### src/rtl/stopwatch_pkg.sv
// rtl/stopwatch_pkg.sv - shared state encodings and default timing constants for stopwatch_ctrl
package stopwatch_pkg;

    // ST_BAD is never entered; it exists so the FSM can name and recover from it.
    typedef enum logic [1:0] {
        ST_IDLE  = 2'd0,
        ST_RUN   = 2'd1,
        ST_PAUSE = 2'd2,
        ST_BAD   = 2'd3
    } sw_state_t;

    localparam int DEF_TICK_DIV = 100000;
    localparam int DEF_DEB_CYC  = 20000;

endpackage

### src/rtl/btn_debounce.sv
// rtl/btn_debounce.sv - push-button synchroniser, debouncer and rising-edge press pulse
//
// Ports:
//   clk   - system clock, rising edge
//   rst   - asynchronous active-low reset
//   raw   - asynchronous button input, active-high
//   pulse - one-cycle pulse on each debounced 0->1 transition
module btn_debounce
    import stopwatch_pkg::*;
#(
    parameter int DEB_CYC = DEF_DEB_CYC
) (
    input  logic clk,
    input  logic rst,
    input  logic raw,
    output logic pulse
);

    localparam int              CW       = (DEB_CYC > 1) ? $clog2(DEB_CYC) : 1;
    localparam logic [CW-1:0]   CNT_LAST = CW'(DEB_CYC - 1);

    logic          sync1;
    logic          sync2;
    logic          level;
    logic [CW-1:0] cnt;

    // cnt counts consecutive cycles where the synchronised input disagrees
    // with the debounced level; any agreeing cycle restarts the count.
    // The pulse is registered on the same edge the level rises, so a clean
    // step reaches pulse DEB_CYC+2 cycles after it is applied.
    always_ff @(posedge clk or negedge rst) begin
        if (!rst) begin
            sync1 <= 1'b0;
            sync2 <= 1'b0;
            level <= 1'b0;
            cnt   <= '0;
            pulse <= 1'b0;
        end else begin
            sync1 <= raw;
            sync2 <= sync1;
            pulse <= 1'b0;
            if (sync2 == level) begin
                cnt <= '0;
            end else if (cnt == CNT_LAST) begin
                cnt   <= '0;
                level <= sync2;
                pulse <= sync2;
            end else begin
                cnt <= cnt + 1'b1;
            end
        end
    end

endmodule

### src/rtl/stopwatch_ctrl.sv
// rtl/stopwatch_ctrl.sv - stopwatch control FSM with debounced buttons and tick prescaler
//
// Ports:
//   clk                    - system clock, rising edge
//   rst                    - asynchronous active-low reset
//   start, stop, inc, lap  - raw push-buttons, active-high
//   tick                   - one-cycle pulse, counter advances by one
//   inc_pulse              - one-cycle pulse, manual counter increment
//   clr                    - one-cycle pulse, counter clears to zero
//   freeze                 - level, display holds while counter runs
//   st                     - FSM state (0 IDLE, 1 RUN, 2 PAUSE)
//
// Build option: STOPWATCH_LAP_EN enables the lap button and freeze output.
module stopwatch_ctrl
    import stopwatch_pkg::*;
#(
    parameter int TICK_DIV = DEF_TICK_DIV,
    parameter int DEB_CYC  = DEF_DEB_CYC
) (
    input  logic       clk,
    input  logic       rst,
    input  logic       start,
    input  logic       stop,
    input  logic       inc,
    input  logic       lap,
    output logic       tick,
    output logic       inc_pulse,
    output logic       clr,
    output logic       freeze,
    output logic [1:0] st
);

    localparam int            PW       = $clog2(TICK_DIV);
    localparam logic [PW-1:0] PRE_LAST = PW'(TICK_DIV - 1);

    sw_state_t     state_q;
    sw_state_t     state_d;
    logic [PW-1:0] presc_q;
    logic [PW-1:0] presc_d;
    logic          tick_d;
    logic          inc_d;
    logic          clr_d;
    logic          start_p;
    logic          stop_p;
    logic          inc_p;

    btn_debounce #(.DEB_CYC(DEB_CYC)) u_start (.clk(clk), .rst(rst), .raw(start), .pulse(start_p));
    btn_debounce #(.DEB_CYC(DEB_CYC)) u_stop  (.clk(clk), .rst(rst), .raw(stop),  .pulse(stop_p));
    btn_debounce #(.DEB_CYC(DEB_CYC)) u_inc   (.clk(clk), .rst(rst), .raw(inc),   .pulse(inc_p));

    // Stop is tested before start everywhere so a simultaneous press acts as stop.
    // The prescaler only moves while RUN and is left alone in PAUSE so a
    // resumed run finishes the partial tick period it was interrupted in.
    always_comb begin
        state_d = state_q;
        presc_d = presc_q;
        tick_d  = 1'b0;
        inc_d   = 1'b0;
        clr_d   = 1'b0;
        case (state_q)
            ST_IDLE: begin
                inc_d = inc_p;
                if (!stop_p && start_p) begin
                    state_d = ST_RUN;
                    presc_d = '0;
                end
            end
            ST_RUN: begin
                if (stop_p) begin
                    state_d = ST_PAUSE;
                end
                if (presc_q == PRE_LAST) begin
                    presc_d = '0;
                    tick_d  = 1'b1;
                end else begin
                    presc_d = presc_q + 1'b1;
                end
            end
            ST_PAUSE: begin
                inc_d = inc_p;
                if (stop_p) begin
                    state_d = ST_IDLE;
                    clr_d   = 1'b1;
                end else if (start_p) begin
                    state_d = ST_RUN;
                end
            end
            default: begin
                state_d = ST_IDLE;
            end
        endcase
    end

    always_ff @(posedge clk or negedge rst) begin
        if (!rst) begin
            state_q   <= ST_IDLE;
            presc_q   <= '0;
            tick      <= 1'b0;
            inc_pulse <= 1'b0;
            clr       <= 1'b0;
        end else begin
            state_q   <= state_d;
            presc_q   <= presc_d;
            tick      <= tick_d;
            inc_pulse <= inc_d;
            clr       <= clr_d;
        end
    end

    assign st = state_q;

`ifdef STOPWATCH_LAP_EN
    logic lap_p;
    logic frz_q;
    logic frz_d;

    btn_debounce #(.DEB_CYC(DEB_CYC)) u_lap (.clk(clk), .rst(rst), .raw(lap), .pulse(lap_p));

    // Leaving RUN always releases the display, even if lap fires on that edge.
    always_comb begin
        frz_d = frz_q;
        if (state_q == ST_RUN) begin
            if (state_d != ST_RUN) begin
                frz_d = 1'b0;
            end else if (lap_p) begin
                frz_d = ~frz_q;
            end
        end
    end

    always_ff @(posedge clk or negedge rst) begin
        if (!rst) begin
            frz_q <= 1'b0;
        end else begin
            frz_q <= frz_d;
        end
    end

    assign freeze = frz_q;
`else
    logic unused_lap;
    assign unused_lap = lap;
    assign freeze     = 1'b0;
`endif

endmodule

### config.mk
export PLATFORM = sky130hd
export DESIGN_NAME = stopwatch_ctrl
export DESIGN_NICKNAME = d
export VERILOG_FILES = /design/src/rtl/stopwatch_pkg.sv /design/src/rtl/btn_debounce.sv /design/src/rtl/stopwatch_ctrl.sv
export SDC_FILE = /design/constraint.sdc
export NUM_CORES = 1
export LEC_CHECK = 0
export CAP_MARGIN = 40
export CORE_UTILIZATION = 63
export CTS_BUF_LIST = sky130_fd_sc_hd__clkbuf_4
export DETAILED_ROUTE_END_ITERATION = 8
export GPL_ROUTABILITY_DRIVEN = 0
export PLACE_DENSITY = 0.87
export SETUP_SLACK_MARGIN = 0.2
export SLEW_MARGIN = 20
export SYNTH_ARGS = -nofsm -noshare
export SYNTH_HDL_FRONTEND = slang
export SYNTH_SLANG_ARGS = --single-unit
### constraint.sdc
create_clock -name clk -period 2.5 [get_ports clk]
set_input_delay 0.375 -clock clk [delete_from_list [all_inputs] [get_ports clk]]
set_output_delay 0.375 -clock clk [all_outputs]
set_load 0.1 [all_outputs]
==> results.sh <==
export IMPL_drtIter0Drc=137
export IMPL_hpwl_microns=4240
export IMPL_drv_cap=0
export IMPL_period_minus_slack_ns=1.93
export IMPL_coreArea_sq_um=5570
export IMPL_hold_start="u_start.sync1"
export IMPL_skew_ns=0.00703
export IMPL_crit_required_ns=2.87
export IMPL_post_route_period_util_pct=77.2
export IMPL_syn_to_final_growth_pct=7.97
export IMPL_combPwrFrac_pct=3.5
export IMPL_clock_latency_ns=0.43
export IMPL_num_vias=2692
export IMPL_grt_pass1_wl_microns=11200
export IMPL_h_tree_depth=3
export IMPL_peakVddDrop_uv=471
export IMPL_clk_pin_slew_ns=0.12
export IMPL_wirelength_microns=6430
export IMPL_critPathMaxFanout=6
export IMPL_final_setup_tns_ns=0
export IMPL_syn_inst=366
export IMPL_p_int_uw=1640
export IMPL_via_per_inst=5.92
export IMPL_drc=0
export IMPL_timing_hold_violations_final=0
export IMPL_netlist_area_sq_um=3700
export IMPL_antenna_left=0
export IMPL_crit_type="reg2reg"
export IMPL_reg2reg_from="presc_q[0]"
export IMPL_setup_viol=0
export IMPL_timing_fmax_ghz=0.518
export IMPL_met3_usage_pct=7.09
export IMPL_seq_power_share_pct=60.7
export IMPL_antenna_found_initial=0
export IMPL_diodes=0
export IMPL_seq_area_frac_synth_pct=53.4
export IMPL_die_y_microns=78.7
export IMPL_grt_max_degree=80
export IMPL_cts_root_buffer="clkbuf_4"
export IMPL_synth_cell_types=47
export IMPL_max_stage_delay_ns=0.47
export IMPL_leakagePower_uw=0.00176
export IMPL_port_buffer_count=9
export IMPL_die_x_microns=78.7
export IMPL_postCtsResizedCells=0
export IMPL_cts_buffers=9
export IMPL_nFillCells=419
export IMPL_cp_end_kind="flip-flop"
export IMPL_yosys_warnings=0
export IMPL_initial_core_util_pct=66.4
export IMPL_nNetsFinal=388
export IMPL_wl_per_cell_microns=14.1
export IMPL_status="complete, no violations"
export IMPL_seq_area_sq_um=1980
export IMPL_arrival_ns=2.30
export IMPL_design_area_sq_um=4000
export IMPL_rsz0062_at_grt="false"
export IMPL_worstSetupStartpointType="flip-flop"
export IMPL_worstPathCellList="ha_1 > and4_1 > and4_4 > nand2b_4 > or4_1 > nand3_1"
export IMPL_slew_viol_final=0
export IMPL_powerDensity_nw_per_um2=539
export IMPL_critPathLaunch="presc_q[0]"
export IMPL_power_switching_uw=518
export IMPL_placed_cell_area_sq_um=3840
export IMPL_grt_pass1_vias=2494
export IMPL_cp_slowest_cell="or4_1"
export IMPL_postLayoutCoreUtil_pct=71.7
export IMPL_slew_limit_headroom_pct=59.3
export IMPL_drtPass1Iterations=4
export IMPL_worst_pin_slew_ns=0.605
export IMPL_multiInputGateArea_sq_um=1650
export IMPL_drive_gt1_share_pct=9.14
export IMPL_grtUsageMet2_pct=38.3
export IMPL_busiest_layer="met2"
export IMPL_grt_met1_usage_pct=30.2
export IMPL_cts_tree="yes"
export IMPL_hold_path_class="reg2reg"
export IMPL_postSynthAreaPerCell_sq_um=10.1
export IMPL_ys_seq_elements=79
export IMPL_grt_usage_pct=23.9
export IMPL_synth_nets=376
export IMPL_ios=12
export IMPL_clockBufferDepth=2
export IMPL_grt_overflow=0
export IMPL_cts_sinks=79
export IMPL_rows=27
export IMPL_fp_dieArea_sq_um=6190
export IMPL_clock_power_share_pct=35.8
export IMPL_swShare_pct=24.0
[Yosys cell counts, drive strengths merged]
library cell	instances	area (sq um)
nor4bb	2	20.0
clkbuf	3	12.5
o21bai	1	7.51
ha	4	50.1
inv	4	15.0
nor3b	3	22.5
nor3	9	45.0
conb	1	3.75
o21ai	7	35.0
a21o	1	7.51
nand4	19	125
or4	1	7.51
a41oi	2	17.5
nor2	58	218
a31oi	10	62.6
o211ai	3	27.5
o31ai	1	7.51
nand3	26	135
mux2	3	33.8
xor2	28	245
nor4b	5	43.8
and3	12	75.1
or3	4	30.0
xnor2	14	123
a22o	1	8.76
nor4	1	6.26
nor2b	3	18.8
and4	4	37.5
and2	3	18.8
o21ba	1	10.0
dfrtp	79	1980
nand2b	6	45.0
nand2	27	101
and3b	1	8.76
mux2i	1	10.0
a21oi	9	45.0
buf	9	46.3
[layout make-up]
class                   count  area share (%)
clock buffers              10            1.88
clock inverters             6            1.72
inverters                   4           0.375
multi-input cells         271            41.3
flip-flops and latches     79            49.4
well taps                  72            2.25
repair buffers             13            3.00
[sequential cells by signal, summed over array words and instances (netlist names), 2 cells and up]
register     flops
presc_q         17
u_inc.cnt       15
u_start.cnt     15
u_stop.cnt      15
st               2
[stage by stage]
step / setup WS (ns) / power [uW] / hold WS, ns / std cells
3_5_place_dp: 0.587 / 1410 / 0.335 / 438
5_1_grt: 0.501 / 2250 / 0.332 / 455
3_3_place_gp: 0.609 / 1410 / 0.331 / 438
6_report: 0.569 / 2160 / 0.364 / 455
2_1_floorplan: 0.399 / 1370 / 0.0794 / 366
4_1_cts: 0.568 / 2190 / 0.331 / 455
[cells by family after synthesis]
| group | Yosys count | synth area share (%) |
|---|---|---|
| multiplexers | 4 | 1.18 |
| AND/OR/NAND/NOR | 184 | 25.9 |
| other | 1 | 0.101 |
| buffers and inverters | 16 | 1.99 |
| AO/OA/AOI/OAI | 36 | 6.18 |
| flip-flops | 79 | 53.4 |
| XOR/XNOR | 42 | 9.93 |
| adder cells (fa/ha/maj) | 4 | 1.35 |
[per-layer routing]
layer	vias to the layer above	share of wire (%)
met4	0	1.7
li1	1308	-
met5	-	0
met1	1322	45
met3	9	4.4
met2	53	49
[power groups by stage]
stage          clock [uW]  combinational [uW]  sequential [uW]
3_5_place_dp            0                76.8             1330
3_3_place_gp            0                75.8             1330
4_1_cts               799                78.4             1310
2_1_floorplan           0                39.4             1330
5_1_grt               847                88.4             1310
6_report              772                75.6             1310
[worst paths after layout]
path                                 end  slack, ns  depth (start not counted)
hold reg to reg            u_start.sync2       0.36                          0
min in group asynchronous    presc_q[11]       0.48                          3
setup reg to reg             presc_q[11]       0.57                          6
max in group asynchronous     presc_q[6]       1.71                          3
setup / recovery             presc_q[11]       0.57                          6
hold / removal             u_start.sync2       0.36                          0
[cell usage in the layout, fill, tap and decap left out, types with 10 or more instances in the layout]
cell type / instances
dfrtp_1: 79
and3_1: 12
a31oi_1: 10
xor2_1: 28
nand4_1: 18
xnor2_1: 14
nor2_1: 58
nand3_1: 25
clkbuf_4: 10
nand2_1: 27
[what timing repair did]
| action | in CTS | in global routing |
|---|---|---|
| hold endpoints to repair | 79 | 0 |
| hold buffers | 1 | 0 |
| buffers inserted | 0 | 0 |
[critical path, delay by kind of cell (launching register included)]
kind	cells	cell delay (ns)
adders and majority gates	1	0.27
and+or+nand+nor	5	1.17
DFF	1	0.44
No activity file was read; power rests on OpenSTA's default activity.
